File: config.mk
export PLATFORM = sky130hd
export DESIGN_NAME = uart_bus_bridge_flat
export DESIGN_NICKNAME = d
export VERILOG_FILES = /design/src/rtl/uart_bus_bridge_if.sv /design/src/rtl/uart_bus_bridge.sv /design/src/flat_wrapper.sv
export SDC_FILE = /design/constraint.sdc
export NUM_CORES = 1
export LEC_CHECK = 0
export BUFFER_PORTS_ARGS = -buffer_cell sky130_fd_sc_hd__buf_2
export CORE_ASPECT_RATIO = 1.1
export CORE_UTILIZATION = 47
export DETAILED_ROUTE_END_ITERATION = 6
export MAX_ROUTING_LAYER = met4
export PLACE_DENSITY = 0.7
export SKIP_LAST_GASP = 1
export SYNTH_ARGS = -nofsm -noshare
export SYNTH_HDL_FRONTEND = slang
export SYNTH_SLANG_ARGS = --single-unit
File: constraint.sdc
create_clock -name clk -period 2.43 [get_ports clk]
set_input_delay 0.729 -clock clk [delete_from_list [all_inputs] [get_ports clk]]
set_output_delay 0.729 -clock clk [all_outputs]
set_load 0.005 [all_outputs]
File: src/rtl/uart_bus_bridge_if.sv
// Peripheral bus between the uart command bridge (master) and a 12-bit-addressed slave.
// A transfer is open while sel_o is high; the slave closes it with a single-cycle ack_i.
interface uart_bus_bridge_if;
   logic        sel_o;
   logic        wr_en_o;
   logic [11:0] address_o;
   logic [31:0] data_o;
   logic [31:0] data_in_i;
   logic        ack_i;

   modport master (
      output sel_o, wr_en_o, address_o, data_o,
      input  data_in_i, ack_i
   );

   modport slave (
      input  sel_o, wr_en_o, address_o, data_o,
      output data_in_i, ack_i
   );
endinterface

File: src/rtl/uart_bus_bridge.sv
// Parses 'W'/'R' command bytes from a uart receiver, runs one bus transfer per command and
// returns 'K', the read word (LSB first) or 'E' on timeout through the uart transmitter.
// Handshake: rx_valid_i is a one-cycle strobe with no backpressure (bytes are taken only while
// parsing, otherwise dropped); tx_wr_o is a one-cycle strobe issued only in a cycle after
// tx_busy_i was seen low, and tx_data_o holds until the next strobe.
module uart_bus_bridge #(
   parameter int TIMEOUT_CYCLES = 256
) (
   input  logic                    clk,
   input  logic                    reset_i,
   input  logic                    rx_valid_i,
   input  logic [7:0]              rx_data_i,
   output logic                    tx_wr_o,
   output logic [7:0]              tx_data_o,
   input  logic                    tx_busy_i,
   uart_bus_bridge_if.master       bus,
   output logic                    busy_o,
   output logic                    error_o,
   output logic [2:0]              o_dbg_state
);

   typedef enum logic [2:0] {
      S_IDLE, S_ADDR_HI, S_ADDR_LO, S_DATA, S_BUS, S_RESP, S_TX_WAIT
   } state_t;

   localparam logic [15:0] LP_TIMER_LAST = 16'(TIMEOUT_CYCLES - 1);
   localparam logic [7:0]  LP_CMD_WRITE  = 8'h57;
   localparam logic [7:0]  LP_CMD_READ   = 8'h52;
   localparam logic [7:0]  LP_RESP_OK    = 8'h4B;
   localparam logic [7:0]  LP_RESP_ERR   = 8'h45;

   state_t      r_state;
   logic        r_is_write;
   logic        r_sel;
   logic        r_wr_en;
   logic [11:0] r_addr;
   logic [31:0] r_wdata;
   logic [31:0] r_resp;
   logic [1:0]  r_resp_left;
   logic [1:0]  r_byte_cnt;
   logic [15:0] r_timer;
   logic        r_wait;
   logic        r_tx_wr;
   logic [7:0]  r_tx_data;
   logic        r_error;

   always_ff @(posedge clk) begin
      if (reset_i) begin
         r_state     <= S_IDLE;
         r_is_write  <= 1'b0;
         r_sel       <= 1'b0;
         r_wr_en     <= 1'b0;
         r_addr      <= '0;
         r_wdata     <= '0;
         r_resp      <= '0;
         r_resp_left <= '0;
         r_byte_cnt  <= '0;
         r_timer     <= '0;
         r_wait      <= 1'b0;
         r_tx_wr     <= 1'b0;
         r_tx_data   <= '0;
         r_error     <= 1'b0;
      end else begin
         r_tx_wr <= 1'b0;
         r_error <= 1'b0;
         case (r_state)
            S_IDLE: begin
               if (rx_valid_i && (rx_data_i == LP_CMD_WRITE || rx_data_i == LP_CMD_READ)) begin
                  r_is_write <= (rx_data_i == LP_CMD_WRITE);
                  r_state    <= S_ADDR_HI;
               end
            end
            S_ADDR_HI: begin
               if (rx_valid_i) begin
                  r_addr[11:8] <= rx_data_i[3:0];
                  r_state      <= S_ADDR_LO;
               end
            end
            S_ADDR_LO: begin
               if (rx_valid_i) begin
                  r_addr[7:0] <= rx_data_i;
                  r_byte_cnt  <= '0;
                  if (r_is_write) begin
                     r_state <= S_DATA;
                  end else begin
                     r_sel   <= 1'b1;
                     r_wr_en <= 1'b0;
                     r_timer <= '0;
                     r_state <= S_BUS;
                  end
               end
            end
            S_DATA: begin
               if (rx_valid_i) begin
                  r_wdata[{r_byte_cnt, 3'b000} +: 8] <= rx_data_i;
                  r_byte_cnt <= r_byte_cnt + 2'd1;
                  if (r_byte_cnt == 2'd3) begin
                     r_sel   <= 1'b1;
                     r_wr_en <= 1'b1;
                     r_timer <= '0;
                     r_state <= S_BUS;
                  end
               end
            end
            S_BUS: begin
               // An ack on the last allowed cycle still wins over the timeout.
               if (bus.ack_i) begin
                  r_sel   <= 1'b0;
                  r_wr_en <= 1'b0;
                  r_state <= S_RESP;
                  if (r_is_write) begin
                     r_resp      <= {24'd0, LP_RESP_OK};
                     r_resp_left <= 2'd0;
                  end else begin
                     r_resp      <= bus.data_in_i;
                     r_resp_left <= 2'd3;
                  end
               end else if (r_timer == LP_TIMER_LAST) begin
                  r_sel       <= 1'b0;
                  r_wr_en     <= 1'b0;
                  r_error     <= 1'b1;
                  r_resp      <= {24'd0, LP_RESP_ERR};
                  r_resp_left <= 2'd0;
                  r_state     <= S_RESP;
               end else begin
                  r_timer <= r_timer + 16'd1;
               end
            end
            S_RESP: begin
               if (!tx_busy_i) begin
                  r_tx_wr   <= 1'b1;
                  r_tx_data <= r_resp[7:0];
                  r_resp    <= {8'd0, r_resp[31:8]};
                  r_wait    <= 1'b0;
                  r_state   <= S_TX_WAIT;
               end
            end
            S_TX_WAIT: begin
               // Two blind cycles give the transmitter time to raise tx_busy_i.
               if (!r_wait) begin
                  r_wait <= 1'b1;
               end else if (r_resp_left == 2'd0) begin
                  r_state <= S_IDLE;
               end else begin
                  r_resp_left <= r_resp_left - 2'd1;
                  r_state     <= S_RESP;
               end
            end
            default: r_state <= S_IDLE;
         endcase
      end
   end

   assign bus.sel_o     = r_sel;
   assign bus.wr_en_o   = r_wr_en;
   assign bus.address_o = r_addr;
   assign bus.data_o    = r_wdata;
   assign tx_wr_o       = r_tx_wr;
   assign tx_data_o     = r_tx_data;
   assign error_o       = r_error;
   assign busy_o        = (r_state != S_IDLE);
   assign o_dbg_state   = r_state;

endmodule

File: src/flat_wrapper.sv
// flat-port wrapper written by rule: the top's interface ports become plain ports
module uart_bus_bridge_flat 
#(
   parameter int TIMEOUT_CYCLES = 256
)
  (clk, reset_i, rx_valid_i, rx_data_i, tx_wr_o, tx_data_o, tx_busy_i, busy_o, error_o, o_dbg_state, bus_sel_o, bus_wr_en_o, bus_address_o, bus_data_o, bus_data_in_i, bus_ack_i);
  uart_bus_bridge_if bus_i ();
  input  logic clk;
  input  logic reset_i;
  input  logic rx_valid_i;
  input  logic [7:0] rx_data_i;
  output logic tx_wr_o;
  output logic [7:0] tx_data_o;
  input  logic tx_busy_i;
  output logic busy_o;
  output logic error_o;
  output logic [2:0] o_dbg_state;
  output wire logic [$bits(bus_i.sel_o)-1:0] bus_sel_o;
  output wire logic [$bits(bus_i.wr_en_o)-1:0] bus_wr_en_o;
  output wire logic [$bits(bus_i.address_o)-1:0] bus_address_o;
  output wire logic [$bits(bus_i.data_o)-1:0] bus_data_o;
  input wire logic [$bits(bus_i.data_in_i)-1:0] bus_data_in_i;
  input wire logic [$bits(bus_i.ack_i)-1:0] bus_ack_i;
  assign bus_sel_o = bus_i.sel_o;
  assign bus_wr_en_o = bus_i.wr_en_o;
  assign bus_address_o = bus_i.address_o;
  assign bus_data_o = bus_i.data_o;
  assign bus_i.data_in_i = bus_data_in_i;
  assign bus_i.ack_i = bus_ack_i;
  uart_bus_bridge #(.TIMEOUT_CYCLES(TIMEOUT_CYCLES)) u_core (.clk(clk), .reset_i(reset_i), .rx_valid_i(rx_valid_i), .rx_data_i(rx_data_i), .tx_wr_o(tx_wr_o), .tx_data_o(tx_data_o), .tx_busy_i(tx_busy_i), .bus(bus_i), .busy_o(busy_o), .error_o(error_o), .o_dbg_state(o_dbg_state));
endmodule
==> flow_summary.ini, run 1 <==
[setup_path]
crit_arrival_ns = 1.61
crit_fanout = 15
cp-end-kind = output pin
crit_family = flip-flops
path_buf_inv = 2
crit_slowest_cell = dfxtp_1
worst-setup-path-type = flop to output pin
required_ns = 1.70
critPathMaxStageDelay_ns = 0.62
startpoint_type = flop
cp_cell_sequence = inv_1, nand2_1, buf_2

[detailed_routing]
wirelength_um = 13700
drtIter0Drc = 276
ant_nets = 0
wire_per_inst_um = 15.5
vias = 4916
drt_pass1_iterations = 5
via_per_inst = 5.59
drc = 0

[synthesis]
ys.flop_type = dfxtp_1
synth_area_leaders = dfxtp_1, nand2_1, a21oi_1, nand3_1, nor2_1
ys_seq_elements = 113
yosysTopAreaCell = dfxtp_1
synth.avg_cell_area_um2 = 8.06
syn_inst = 623
synth_edf_count = 0
synth_nets = 676
ys_types = 49
async_reset_ff_frac = 0
yosys_warnings = 0
synth_commonest_cells = dfxtp_1, nand2_1, a21oi_1
ys_seq_area_frac = 0.450
synth.top_cell.area_share = 0.450
synthesis.area_um2 = 5020

[clocking]
cts_tree = done
clk_pin_slew_ns = 0.05
hold_buffers = 0
root_buffer = clkbuf_16
clockBufferDepth = 2
cts-buffers-inserted = 17
cts_sinks = 113
clk_latency_ns = 0.41
htreeDepth = 4

[grt]
antenna_found_initial = 0
grtUsageTotal = 0.255
grt_pass1_vias = 4630
grt_pass1_wl_um = 21900
grt_max_degree = 64
overflow = 0

[place]
place.gp.congestion = 0.918
portBuffers = 104
place_worst_setup_slack_ns = 0.156
hpwl_um = 9040

[timing]
worstMarginPinSlew_ns = 0.556
fin_crit_sh = 0.964
fin_ws_ns = 0.0886
slew_viol_final = 0
tns_ns = 0
period_minus_slack_ns = 2.34
slew_headroom = 0.628
clock.fmax_ghz = 0.427
setup_violations = 0
rsz0062_at_grt = no
fin_skew_ns = 0.00911
hold_ws_ns = 0.448
finalHoldViolCount = 0

[job]
cap_violations = 0

[floorplan]
rows = 39
die_area_um2 = 11100
start_util = 0.483
core_area_um2 = 10400
dieWidth_um = 101
dieHeight_um = 110
top_level_ports = 105

[pwr]
powerDensity_nw_per_um2 = 960
power_mw = 6.16
p_leak_nw = 2.52
ir_drop_v = 0.000543

[cells_and_area]
multi_input_area_um2 = 2540
nNetsFinal = 777
drive_gt1_frac = 0.236
diodes = 0
regArea_um2 = 2260
fillers = 903
area_delta_synth_final_pct = 27.8

[status]
status = complete, no violations

[hold_path]
min-delay-path-class = flop to flop
kinds of logic (layout without fill, tap and decap cells):
logic type,Yosys count,count (layout),synth area share
adders and majority gates,8,8,0.0199
buffers and inverters,53,167,0.0446
DFF,113,113,0.450
muxes,9,9,0.0179
AOI/OAI and AO/OA,144,144,0.190
and+or+nand+nor,296,296,0.277
stage by stage:
| step | std cells | util | area, um2 |
|---|---|---|---|
| floorplan | 623 | - | 5020 |
| CTS | 878 | 0.613 | 6370 |
| detailed placement | 846 | 0.549 | 5700 |
| global route | 880 | 0.618 | 6420 |
| finish | 880 | 0.618 | 6420 |
| global placement | 846 | 0.549 | 5700 |
sequential cells by signal (all words and copies together) (netlist names):
| signal | count |
|---|---|
| u_core.bus.address_o | 12 |
| u_core.bus.data_o | 32 |
| u_core.bus.sel_o | 1 |
| u_core.bus.wr_en_o | 1 |
| u_core.error_o | 1 |
| u_core.o_dbg_state | 3 |
| u_core.r_byte_cnt | 2 |
| u_core.r_is_write | 1 |
| u_core.r_resp | 32 |
| u_core.r_resp_left | 2 |
| u_core.r_timer | 16 |
| u_core.r_wait | 1 |
| u_core.tx_data_o | 8 |
| u_core.tx_wr_o | 1 |
worst paths after layout:
kind | start | endpoint | slack (ns) | depth (start not counted)
max reg2reg | u_core.r_timer[0]$_SDFFE_PP0P_ | u_core.r_resp[18]$_SDFFE_PP0P_ | 0.13 | 8
min reg2reg | u_core.bus.data_o[28]$_SDFFE_PP0P_ | u_core.bus.data_o[28]$_SDFFE_PP0P_ | 0.45 | 2
min | u_core.bus.data_o[28]$_SDFFE_PP0P_ | u_core.bus.data_o[28]$_SDFFE_PP0P_ | 0.45 | 2
max | u_core.o_dbg_state[1]$_SDFFE_PP0P_ | busy_o | 0.09 | 3
final cells by class:
class	count	share of cell area
tap	143	0.0279
inverter	8	0.00468
timing repair buffer	127	0.116
sequential	113	0.352
clock inverter	11	0.0323
clock buffer	21	0.0717
multi-input combinational	457	0.395
tightest hold or removal path: cells and delay by family, from the launching register on:
kind,cells,cell delay [ns]
simple gates,1,0.05
flops,1,0.30
compound gates,1,0.05
cells in the final DEF, fill, tap and decap left out, types with 2 or more instances in the layout:
cell	synthesis	layout
nand2_1	113	113
and3_1	10	10
nand3_1	64	64
o21ai_0	21	21
a21oi_1	70	70
or3_1	5	5
and2_1	6	6
buf_4	3	21
a211oi_1	2	2
o21ai_1	3	3
nand2b_1	17	17
nand4_1	6	6
a311oi_2	10	10
a41oi_1	2	2
nand3b_1	5	5
bufinv_16	0	6
clkinv_2	0	4
inv_1	8	8
nor2b_1	3	3
dfxtp_1	113	113
nor2_1	47	47
buf_2	5	103
a211o_1	3	3
mux2i_1	9	9
nor3_1	7	7
clkbuf_1	35	2
clkbuf_16	0	19
o311ai_0	2	2
a31oi_1	5	5
nor3b_1	3	3
o211ai_1	4	4
clkbuf_8	0	2
a311oi_1	14	14
ha_1	8	8
layer usage:
metal  share of wire  GRT usage  wire length, um  vias to the layer above
met2            0.48      0.409             6590                      143
li1                -          -                -                     2412
met5               0          -                0                        -
met1            0.45      0.314             6190                     2337
met4           0.019      0.103              265                        0
met3           0.046     0.0500              623                       24
timing repair:
item / in CTS / in global routing
setup buffers: 0 / 0
resized for setup: 0 / 1
setup endpoints to repair: 0 / 16
power breakdown:
| part | switching (mW) | leakage, nW | internal (mW) | total, mW |
|---|---|---|---|---|
| combinational | 0.724 | 1.28 | 0.498 | 1.22 |
| clock | 0.831 | 0.327 | 1.97 | 2.80 |
| sequential | 0.132 | 0.912 | 2.01 | 2.14 |
| total | 1.69 | 2.52 | 4.48 | 6.16 |
(Power assumes the default switching activity.)
==> run 2: changes to the inputs <==
--- a/config.mk
+++ b/config.mk
@@ -8,6 +8,7 @@
 export BUFFER_PORTS_ARGS = -buffer_cell sky130_fd_sc_hd__buf_2
 export CORE_ASPECT_RATIO = 1.1
 export CORE_UTILIZATION = 47
+export CTS_BUF_LIST = sky130_fd_sc_hd__clkbuf_2 sky130_fd_sc_hd__clkbuf_4 sky130_fd_sc_hd__clkbuf_8
 export DETAILED_ROUTE_END_ITERATION = 6
 export MAX_ROUTING_LAYER = met4
 export PLACE_DENSITY = 0.7
==> run 2 against run 1 <==
Against the previous run:
- critical path depth is 5 higher
- die area stayed put
- cell count is 0.11% lower
- largest power group is now sequential cells
- combinational power is 3% lower
==> flow_summary.ini, run 2 (synthesized netlist as in run 1, its figures left out) <==
[status]
status = complete, no violations

[floorplan]
rows = 39
dieWidth_um = 101
start_util = 0.483
top_level_ports = 105
core_area_um2 = 10400
die_area_um2 = 11100
dieHeight_um = 110

[clocking]
hold_buffers = 0
htreeDepth = 4
root_buffer = clkbuf_8
clk_latency_ns = 0.43
cts-buffers-inserted = 17
cts_sinks = 113
clk_pin_slew_ns = 0.07
clockBufferDepth = 2
cts_tree = done
postCtsSetupBuffers = 0

[cells_and_area]
area_delta_synth_final_pct = 23.7
diodes = 0
mostFrequentLayoutCell = nand2_1
postLayoutCoreUtil = 0.598
drive_gt1_frac = 0.238
layout_common_cells = nand2_1, dfxtp_1, buf_2, a21oi_1, nand3_1
nNetsFinal = 776
fillers = 933

[timing]
tns_ns = 0
slew_viol_final = 0
setup_violations = 0
rsz0062_at_grt = no
finalHoldViolCount = 0
fin_skew_ns = 0.0139
worstMarginPinSlew_ns = 0.556
slew_headroom = 0.628
clock.fmax_ghz = 0.432
fin_crit_sh = 0.952
hold_ws_ns = 0.448
period_minus_slack_ns = 2.31

[detailed_routing]
via_per_inst = 5.52
ant_nets = 0
wirelength_um = 13200
vias = 4849
drtIter0Drc = 277
drc = 0
wire_per_inst_um = 15.0
drt_pass1_iterations = 5

[place]
hpwl_um = 9040
place.gp.congestion = 0.918
portBuffers = 104

[pwr]
p_leak_nw = 2.43
ir_drop_v = 0.000453
powerDensity_nw_per_um2 = 879

[setup_path]
worst-setup-path-type = flop to flop
startpoint_type = flop
cp-end-kind = flop
crit_arrival_ns = 2.64
r2r_setup_slack_ns = 0.12
required_ns = 2.76
crit_fanout = 32

[grt]
grt_pass1_wl_um = 21300
antenna_found_initial = 0
grt_pass1_vias = 4503
overflow = 0
grt_max_degree = 64
grtUsageTotal = 0.247

[job]
cap_violations = 0

[hold_path]
min-delay-path-class = flop to flop
-- run 2: changes by cell type in the layout (fill, tap and decap cells not counted) --
cell	change
and4_2	-1
clkbuf_4	+2
clkbuf_1	-2
dfxtp_2	+1
and4_1	+1
clkbuf_8	+17
clkbuf_16	-18
dfxtp_1	-1
-- run 2: per-layer routing --
layer  part of all wire  GRT usage  routed length, um
met1               0.46      0.309               6070
met2               0.48      0.389               6320
met3              0.048     0.0551                636
met4              0.011     0.0937                148
met5                  0          -                  0
-- run 2: what timing repair did --
action                                  4_1_cts  5_1_grt
endpoints found under the hold margin         0        0
endpoints found under the setup margin        0       14
gates resized for setup                       0        1
-- run 2: area by class of cell --
type                            count  area, um2  share of cell area
Clock buffer                       21        277              0.0445
Clock inverter                     11        208              0.0334
Inverter                            8       30.0             0.00483
Multi-Input combinational cell    457       2540               0.408
Sequential cell                   113       2260               0.364
Tap cell                          143        179              0.0288
Timing Repair Buffer              126        718               0.116
-- run 2: worst max-delay path: stages, from the launching register on --
cell and delay (ns):
dfxtp_1 0.41, ha_1 0.24, and4_1 0.28, and4_1 0.29, a21o_2 0.21, o211a_2 0.26
buf_12 0.20, nor2_1 0.05, a311oi_1 0.26
-- run 2: report_power, final --
| part | leakage [nW] | switching [mW] | internal, mW | total (mW) |
|---|---|---|---|---|
| registers | 0.912 | 0.131 | 2.01 | 2.14 |
| clock network | 0.246 | 0.749 | 1.40 | 2.14 |
| logic | 1.27 | 0.701 | 0.479 | 1.18 |
-- run 2: worst paths after layout --
check,from,cells after the start,end
worst max-delay path,u_core.r_timer[0]$_SDFFE_PP0P_,8,u_core.r_resp[16]$_SDFFE_PP0P_
worst min-delay path,u_core.bus.data_o[28]$_SDFFE_PP0P_,2,u_core.bus.data_o[28]$_SDFFE_PP0P_
worst max register to register,u_core.r_timer[0]$_SDFFE_PP0P_,8,u_core.r_resp[16]$_SDFFE_PP0P_
worst min register to register,u_core.bus.data_o[28]$_SDFFE_PP0P_,2,u_core.bus.data_o[28]$_SDFFE_PP0P_
-- run 2: metrics by stage --
step / instance area [um2] / setup WS, ns / power (mW) / std cells
2_1_floorplan: 5020 / 0.357 / 2.95 / 623
3_3_place_gp: 5700 / 0.240 / 3.27 / 846
3_5_place_dp: 5700 / 0.156 / 3.31 / 846
4_1_cts: 6190 / 0.0796 / 5.45 / 878
5_1_grt: 6210 / 0.0103 / 5.72 / 879
6_report: 6210 / 0.117 / 5.46 / 879
